--- config.mk ---
export PLATFORM = sky130hd
export DESIGN_NAME = matrix_scan_driver
export DESIGN_NICKNAME = d
export VERILOG_FILES = /design/src/rtl/matrix_scan_driver_pkg.sv /design/src/rtl/matrix_scan_driver_tick_gen.sv /design/src/rtl/matrix_scan_driver.sv
export SDC_FILE = /design/constraint.sdc
export NUM_CORES = 1
export LEC_CHECK = 0
export CORE_MARGIN = 1.5
export CORE_UTILIZATION = 64
export CTS_BUF_LIST = sky130_fd_sc_hd__clkbuf_4 sky130_fd_sc_hd__clkbuf_8
export DETAILED_ROUTE_END_ITERATION = 8
export HOLD_SLACK_MARGIN = 0.08
export PLACE_DENSITY = 0.92
export SLEW_MARGIN = 10
export SYNTH_ARGS = -nofsm -noshare
export SYNTH_HDL_FRONTEND = slang
export SYNTH_HIERARCHICAL = 1
export SYNTH_SLANG_ARGS = --single-unit
export TNS_END_PERCENT = 1
--- constraint.sdc ---
create_clock -name clk -period 5.02 [get_ports clk]
set_input_delay 0.753 -clock clk [delete_from_list [all_inputs] [get_ports clk]]
set_output_delay 0.753 -clock clk [all_outputs]
set_load 0.01 [all_outputs]
--- src/rtl/matrix_scan_driver_pkg.sv ---
// ============================================================================
// matrix_scan_driver_pkg : shared geometry defaults, all-off drive constants,
//                          scan state type and clog2 helper
// Revision : 1.0
// ============================================================================
`default_nettype none

package matrix_scan_driver_pkg;

  localparam int DEFAULT_ROWS     = 8;
  localparam int DEFAULT_COLS     = 16;
  localparam int DEFAULT_PWM_BITS = 2;
  localparam int DEFAULT_DIV      = 1024;

  localparam int MAX_ROWS = 16;
  localparam int MAX_COLS = 32;

  // Active-low matrix: all ones means every row/column is released
  localparam logic [MAX_ROWS-1:0] MATRIX_ROW_OFF = '1;
  localparam logic [MAX_COLS-1:0] MATRIX_COL_OFF = '1;

  typedef enum logic [0:0] {
    SCAN_BLANK = 1'b0,
    SCAN_ON    = 1'b1
  } scan_state_e;

  function automatic int clog2(input int n);
    int r;
    int v;
    r = 0;
    v = n - 1;
    while (v > 0) begin
      r = r + 1;
      v = v >> 1;
    end
    return (r < 1) ? 1 : r;
  endfunction

endpackage

`default_nettype wire

--- src/rtl/matrix_scan_driver_tick_gen.sv ---
// ============================================================================
// tick_gen : free-running clock-enable generator, one-cycle tick every DIV clks
// Revision : 1.0
// ============================================================================
`default_nettype none

module tick_gen
  import matrix_scan_driver_pkg::*;
#(
  parameter int DIV = DEFAULT_DIV
) (
  input  logic clk,
  input  logic reset,
  output logic tick
);

  localparam int              CW     = clog2(DIV);
  localparam logic [CW-1:0]   c_last = CW'(DIV - 1);

  logic [CW-1:0] cnt_q;
  logic [CW-1:0] cnt_d;

  always_comb begin
    cnt_d = (cnt_q == c_last) ? '0 : cnt_q + CW'(1);
  end

  assign tick = (cnt_q == c_last);

  always_ff @(posedge clk) begin
    if (reset) begin
      cnt_q <= '0;
    end else begin
      cnt_q <= cnt_d;
    end
  end

endmodule

`default_nettype wire

--- src/rtl/matrix_scan_driver.sv ---
// ============================================================================
// matrix_scan_driver : double-buffered active-low LED matrix scanner with
//                      blank-then-PWM row slots and frame-aligned buffer swap
// Revision : 1.0
// ============================================================================
`default_nettype none

module matrix_scan_driver
  import matrix_scan_driver_pkg::*;
#(
  parameter int ROWS     = DEFAULT_ROWS,
  parameter int COLS     = DEFAULT_COLS,
  parameter int DIV      = DEFAULT_DIV,
  parameter int PWM_BITS = DEFAULT_PWM_BITS
) (
  input  logic                   clk,
  input  logic                   reset,
  input  logic                   wr_en,
  input  logic [clog2(ROWS)-1:0] wr_row,
  input  logic [COLS-1:0]        wr_data,
  input  logic                   swap_req,
  input  logic [PWM_BITS:0]      brightness,
  output logic                   swap_pending,
  output logic                   frame_start,
  output logic [ROWS-1:0]        MATRIX_ROW,
  output logic [COLS-1:0]        MATRIX_COL
);

  localparam int                RW         = clog2(ROWS);
  localparam int                SW         = PWM_BITS + 1;
  localparam logic [SW-1:0]     c_nsub     = SW'(1 << PWM_BITS);
  localparam logic [RW-1:0]     c_last_row = RW'(ROWS - 1);
  localparam logic [RW:0]       c_rows     = (RW+1)'(ROWS);
  localparam logic [ROWS-1:0]   c_row_off  = MATRIX_ROW_OFF[ROWS-1:0];
  localparam logic [COLS-1:0]   c_col_off  = MATRIX_COL_OFF[COLS-1:0];
  localparam logic [ROWS-1:0]   c_row_one  = ROWS'(1);

  logic            tick;
  logic            boundary;
  logic [SW-1:0]   bright_clamped;

  scan_state_e     state_q,        state_d;
  logic [RW-1:0]   row_q,          row_d;
  logic [SW-1:0]   sub_q,          sub_d;
  logic            fb_q,           fb_d;
  logic            swap_pending_q, swap_pending_d;
  logic            frame_start_q,  frame_start_d;
  logic [ROWS-1:0] row_out_q,      row_out_d;
  logic [COLS-1:0] col_out_q,      col_out_d;
  logic [COLS-1:0] fbuf_q [2][ROWS];
  logic [COLS-1:0] fbuf_d [2][ROWS];

  tick_gen #(
    .DIV (DIV)
  ) u_tick_gen (
    .clk   (clk),
    .reset (reset),
    .tick  (tick)
  );

  always_comb begin
    fbuf_d         = fbuf_q;
    state_d        = state_q;
    row_d          = row_q;
    sub_d          = sub_q;
    fb_d           = fb_q;
    swap_pending_d = swap_pending_q;
    row_out_d      = row_out_q;
    col_out_d      = col_out_q;

    bright_clamped = (brightness > c_nsub) ? c_nsub : brightness;
    boundary       = tick && (state_q == SCAN_ON) && (sub_q == c_nsub) && (row_q == c_last_row);

    // Write target uses the pre-edge select, so a write on a swapping
    // boundary lands in the buffer that is about to become front.
    if (wr_en && ({1'b0, wr_row} < c_rows)) begin
      fbuf_d[~fb_q][wr_row] = wr_data;
    end

    if (boundary) begin
      fb_d           = fb_q ^ (swap_pending_q | swap_req);
      swap_pending_d = 1'b0;
    end else begin
      swap_pending_d = swap_pending_q | swap_req;
    end
    frame_start_d = boundary;

    if (tick) begin
      case (state_q)
        SCAN_BLANK: begin
          state_d = SCAN_ON;
          sub_d   = SW'(1);
        end
        SCAN_ON: begin
          if (sub_q == c_nsub) begin
            state_d = SCAN_BLANK;
            sub_d   = '0;
            row_d   = (row_q == c_last_row) ? '0 : row_q + RW'(1);
          end else begin
            sub_d = sub_q + SW'(1);
          end
        end
        default: begin
          state_d = SCAN_BLANK;
          sub_d   = '0;
        end
      endcase

      if (state_d == SCAN_BLANK) begin
        row_out_d = c_row_off;
        col_out_d = c_col_off;
      end else begin
        row_out_d = ~(c_row_one << row_d);
        col_out_d = ((sub_d - SW'(1)) < bright_clamped) ? ~fbuf_q[fb_d][row_d] : c_col_off;
      end
    end
  end

  always_ff @(posedge clk) begin
    if (reset) begin
      state_q        <= SCAN_BLANK;
      row_q          <= '0;
      sub_q          <= '0;
      fb_q           <= 1'b0;
      swap_pending_q <= 1'b0;
      frame_start_q  <= 1'b0;
      row_out_q      <= c_row_off;
      col_out_q      <= c_col_off;
      for (int b = 0; b < 2; b++) begin
        for (int r = 0; r < ROWS; r++) begin
          fbuf_q[b][r] <= '0;
        end
      end
    end else begin
      state_q        <= state_d;
      row_q          <= row_d;
      sub_q          <= sub_d;
      fb_q           <= fb_d;
      swap_pending_q <= swap_pending_d;
      frame_start_q  <= frame_start_d;
      row_out_q      <= row_out_d;
      col_out_q      <= col_out_d;
      fbuf_q         <= fbuf_d;
    end
  end

  assign swap_pending = swap_pending_q;
  assign frame_start  = frame_start_q;
  assign MATRIX_ROW   = row_out_q;
  assign MATRIX_COL   = col_out_q;

endmodule

`default_nettype wire

* Yosys cells after proc, flatten, opt, wreduce, memory -nomap -nowiden *
Cells that the tools add are included.

operators by class
  add/sub/neg operators = 4
  magnitude comparators = 8
  equal/unequal tests = 3
  shifts and indexed selects = 1
  muxes and demuxes = 26
  bitwise gates (word level) = 10
  reduce and logical (&&, ||, !) cells = 7

operator list
  operator               number
  $mux 128               4
  $bwmux 256             1
  $demux 128 s1          1
  $mux 16                5
  $bmux 16 s3            1
  $demux 16 s3           1
  $mux 3                 7
  $not 16->16            1
  $add 10x1->10 const B  1
  $eq 10x10->1 const B   1
  $ge 4x4->1 const B     2
  $mux 8                 1
  $not 3->4              2
  $not 8->8              1
  $shl 1x3->8 const A    1
  $add 3x1->3 const B    2
  $eq 3x3->1 const B     2
  $pmux 3 s2             1
  $logic_and 1x1->1      5
  $ge 2x2->1 const B     2
  $lt 4x1->1 const B     1
  $not 1->2              2
  $reduce_or 2->1        2
  $gt 3x3->1 const B     1
  other kinds (8)        11

storage, ports and cells
  bits in registers = 300
  word-level logic and storage cells = 84

* Logic depth before layout (Yosys ltp) *
  depth after elaboration = 15
  gate-level depth with buffers = 13

* Modules after synthesis *
Netlist, hierarchy kept.

modules (own cells, without submodules)
  module              instances  cells an instance  area each (sq um)  seq. area each (sq um)
  matrix_scan_driver  1          1769               13206.4            5805.6
  tick_gen            1          54                 466.7              200.2

* Worst setup path after synthesis *
OpenSTA, ideal clock, no wires.

  path type = register to register
  start point = reg sub_q[0]
  end point = reg col_out_q[10] (netlist: MATRIX_COL[10])
  setup time = 0.138 ns
  arrival time = 2.656 ns
  setup slack = 2.226 ns
  stages on the path, launching flop included = 13
  path buffers = 1
  clock period less this slack = 2.794 ns
  cells stage by stage = dfxtp_1 -> inv_1 -> ha_1 -> a21oi_1 -> nor2_1 -> ha_1 -> inv_1 -> ha_1 -> a21oi_1 -> nor2_1 -> nor4_1 -> clkbuf_1 -> a211oi_1

between the ends
  cells in the longest elaborated chain, start to end = 14
  elaborated cells on any way between the ends = 27
  those cells by class = add/sub (2); order compare (1); eq/ne (1); mux (18); bitwise (3); reduce/logical (2)

RTL lines
  what                                                                  RTL line                   text
  from (decl)                                                           matrix_scan_driver.sv:44   logic [SW-1:0] sub_q, sub_d;
  from (signal assigned)                                                matrix_scan_driver.sv:137  sub_q <= sub_d;
  parallel branches: the longest is 13 deep, another holds $add 3x1->3  n/a
  $mux 16 *                                                             matrix_scan_driver.sv:109  if (state_d == SCAN_BLANK) begin
  to (signal assigned)                                                  matrix_scan_driver.sv:128  col_out_q <= c_col_off;
  to (signal assigned)                                                  matrix_scan_driver.sv:142  col_out_q <= col_out_d;
  to (decl)                                                             matrix_scan_driver.sv:49   logic [COLS-1:0] col_out_q, col_out_d;

Every way passes the cells marked *. The select of a mux whose other input is x is not followed.
A chain may end at the register's enable or synchronous reset.

* Worst setup path after layout *
  start point = reg u_tick_gen.cnt_q[0]
  end point = reg col_out_q[7] (netlist: MATRIX_COL[7])

between the ends
  cells in the longest elaborated chain, start to end = 15

RTL lines
  what                                         RTL line                           text
  from (decl)                                  matrix_scan_driver_tick_gen.sv:20  logic [CW-1:0] cnt_q;
  from (signal assigned)                       matrix_scan_driver_tick_gen.sv:33  cnt_q <= cnt_d;
  $eq 10x10->1 *                               matrix_scan_driver_tick_gen.sv:27  assign tick = (cnt_q == c_last);
  net tick                                     matrix_scan_driver.sv:38           logic tick;
  $logic_and 1x1->1 (3 in a row)               matrix_scan_driver.sv:72           boundary = tick && (state_q == SCAN_ON) && (sub_q == c_nsub) && (row_q == c_last_row);
  $mux 1                                       matrix_scan_driver.sv:80           if (boundary) begin
  $not 1->2 (not written as such)              matrix_scan_driver.sv:114          col_out_d = ((sub_d - SW'(1)) < bright_clamped) ? ~fbuf_q[fb_d][row_d] : c_col_off;
  $mux 128 (not written as such) (3 in a row)  matrix_scan_driver.sv:114
  $bmux 16 s3                                  matrix_scan_driver.sv:114
  $mux 16 (not written as such) (2 in a row)   matrix_scan_driver.sv:114
  $not 16->16                                  matrix_scan_driver.sv:114
  $mux 16                                      matrix_scan_driver.sv:114
  $mux 16                                      matrix_scan_driver.sv:109

The timed path passes the listed nets; every way through them passes the cells marked *. The select of a mux whose other input is x is not followed.

==> metrics.csv <==
stage;metric;value;unit
run_status;outcome;finished clean;
power_and_ir_drop;Max IR drop VDD;230;uV
sta;PnR worst setup slack;563;ps
finish;footprint of the multi-input gates;6990;sq um
sta;setup_tns;0;ps
logic_synthesis;#FFs+latches synth;300;
floorplanning;I/O pins;52;
clock_tree;Max clock buf depth;3;
sta;Final Hold Viols;0;
logic_synthesis;Synth cell types;56;
setup_path;Crit. End Element;flip-flop;
grt;final global-route overflow total;0;
sta;RSZ-0062 raised after global routing;false;
finish;Finished Layout Cells;2094;
clock_tree;CTS tree;built;
floorplanning;std cell rows;53;
grt;first-pass GRT wire length;66500;um
power_and_ir_drop;Tot Pwr;4.99;mW
detailed_routing;# DRC;0;
grt;largest net degree at the start of global routing;109;
sta;max-slew violations;0;
power_and_ir_drop;Power Density;327;nW/um^2
setup_path;Setup crit start kind;flip-flop;
clock_tree;CTS buffer count;47;
logic_synthesis;Top FF cell, synth;dfxtp_1;
logic_synthesis;number of synthesized flops with an enable pin;0;
logic_synthesis;cells after synthesis;1823;
finish;FF+latch area;6010;sq um
setup_path;worst-path fanout max;42;
grt;overall routing resource usage;37.4;%
detailed_routing;final WL;42500;um
finish;Antenna diodes;0;
placement;GPL Wtd Cong;0.868;
sta;Setup-failing EPs final;0;
hold_path;Worst Hold Class;reg2reg;
clock_tree;H-Tree Depth;2;
detailed_routing;vias per cell;6.64;
finish;P&R area growth vs syn;11.5;%
floorplanning;Die Width;149;um
finish;final net count;1819;
finish;fraction of layout instances using a drive strength above 1;8.36;%
clock_tree;post-CTS setup buffer count;0;
floorplanning;Initial Util;65.0;%
clock_tree;CTS resizes;0;
sta;period utilization;88.8;%
logic_synthesis;Synth Cell Area;13700;sq um
setup_path;worst endpoint required time;5420;ps
placement;I/O Buffers;51;
detailed_routing;drt pass-1 iters;6;
clock_tree;Worst-Skew Late Latency;600;ps
finish;fillers;1481;
floorplanning;Chip Height;149;um
sta;Max Freq;224;MHz
sta;Final min period;4460;ps
detailed_routing;DR iter-0 viols;1765;
finish;most frequent cells in the layout;nand2_1 (570), dfxtp_1 (299), a21oi_1 (265);
finish;commonest non-fill, non-tap cell in the layout;nand2_1;
detailed_routing;via count;13900;
placement;Setup WS pre-CTS;780;ps
setup_path;Critical Path AT;4860;ps
clock_tree;Clk pin slew, worst setup/hold paths;60;ps
setup_path;Setup CP Type;reg2reg;
detailed_routing;WL/cell;20.3;um
floorplanning;Die ar.;22300;sq um
grt;initial antenna violation count;0;
logic_synthesis;asr flop ratio synth;0;%
clock_tree;Post-CTS Hold Buffers;0;
detailed_routing;antenna-violating nets left;0;
logic_synthesis;Synthesized Nets;1857;
clock_tree;CTS Sinks;300;
placement;HPWL after DPL;24900;um
sta;worst slew pin tran;1210;ps
grt;via count of the first global-routing pass;13300;
placement;Cells after DPL;2011;
clock_tree;Clock Tree Root;clkbuf_8;
sta;Slew headroom;19.3;%
sta;Clock Skews;39.3;ps
logic_synthesis;Synth Area per Inst;7.50;sq um
logic_synthesis;sequential fraction of the synthesis area;43.9;%
logic_synthesis;Synthesis Warnings;6;
floorplanning;core area;21000;sq um
power_and_ir_drop;Leak;5.13;nW
job;max-cap viol count;0;
==> layout make-up <==
type,instances,area share [%]
clock buffer,72,5.96
tap,275,2.26
sequential,300,39.4
timing repair buffer,84,5.08
inverter,12,0.295
clock inverter,11,1.15
multi-input combinational,1340,45.9
==> per-layer routing <==
layer  GRT usage, %  share of wire (%)  vias to the layer above
met5              0                  0                        -
met2           59.1                 45                     1005
met3           8.81                 13                      232
met1           46.1                 36                     6427
met4           23.3                5.6                        0
li1               -                  -                     6240
==> registers in the layout, summed over array words and instances, names as in the netlist <==
name / cells
sub_q: 3
u_tick_gen/cnt_q: 10
fb_q: 1
frame_start: 1
MATRIX_ROW: 8
fbuf_q: 256
state_q: 1
swap_pending: 1
MATRIX_COL: 16
row_q: 3
==> worst max-delay path: stages, from the launching register on <==
cell	delay (ps)
dfxtp_1	390
ha_1	270
nand2_2	150
nor3_2	250
buf_4	410
and4_1	250
buf_4	300
nand4_4	150
nand2_4	440
buf_4	410
mux2i_1	110
a2111oi_0	910
a211oi_1	170
==> worst paths after layout <==
kind	endpoint	from	cells past startpoint	slack [ps]
worst max-delay path	MATRIX_COL[7]	u_tick_gen/cnt_q[0]	12	560
worst min register to register	fbuf_q[179]	fbuf_q[179]	2	450
worst max register to register	MATRIX_COL[7]	u_tick_gen/cnt_q[0]	12	560
worst min-delay path	fbuf_q[179]	fbuf_q[179]	2	450
==> metrics by stage <==
step	hold WS, ps	util (%)	instance area, sq um
after global placement	437	67.4	14200
after floorplan	432	-	13700
after CTS	450	72.5	15200
after detailed placement	442	67.4	14200
final	451	72.5	15200
after global routing	470	72.5	15200
==> synthesized netlist by cell type, drive strengths merged (3+ instances only) <==
| cell type | instances | area, sq um |
|---|---|---|
| nand2b | 42 | 263 |
| o21ai | 19 | 95.1 |
| buf | 29 | 146 |
| mux2i | 15 | 150 |
| nor3 | 42 | 210 |
| o22ai | 8 | 50.1 |
| nor2b | 3 | 18.8 |
| a211oi | 99 | 743 |
| nand4 | 3 | 40.0 |
| a31oi | 4 | 25.0 |
| xnor2 | 3 | 26.3 |
| inv | 12 | 45.0 |
| dfxtp | 300 | 6010 |
| clkbuf | 142 | 536 |
| a21oi | 266 | 1330 |
| ha | 8 | 100 |
| a31o | 16 | 140 |
| and3 | 84 | 527 |
| nor2 | 32 | 120 |
| nor4 | 19 | 125 |
| a2111oi | 31 | 272 |
| a32oi | 20 | 190 |
| o31ai | 4 | 43.8 |
| nand2 | 572 | 2150 |
| nand3 | 29 | 150 |
==> report_power, final <==
part / switching [mW] / internal [mW] / total (mW)
sequential: 0.0180 / 2.41 / 2.43
combinational: 0.141 / 0.0500 / 0.191
clock: 0.999 / 1.37 / 2.37
==> cells by family (layout without fill, tap and decap cells) <==
family	after synthesis	in the layout	synth area share, %
adder cells (fa/ha/maj)	8	8	0.732
XOR/XNOR	4	4	0.256
buffers and inverters	183	179	5.32
flip-flops	300	300	43.9
AO/OA/AOI/OAI	472	472	21.4
AND/OR/NAND/NOR	841	841	27.2
multiplexers	15	15	1.10
(Power assumes the default switching activity.)
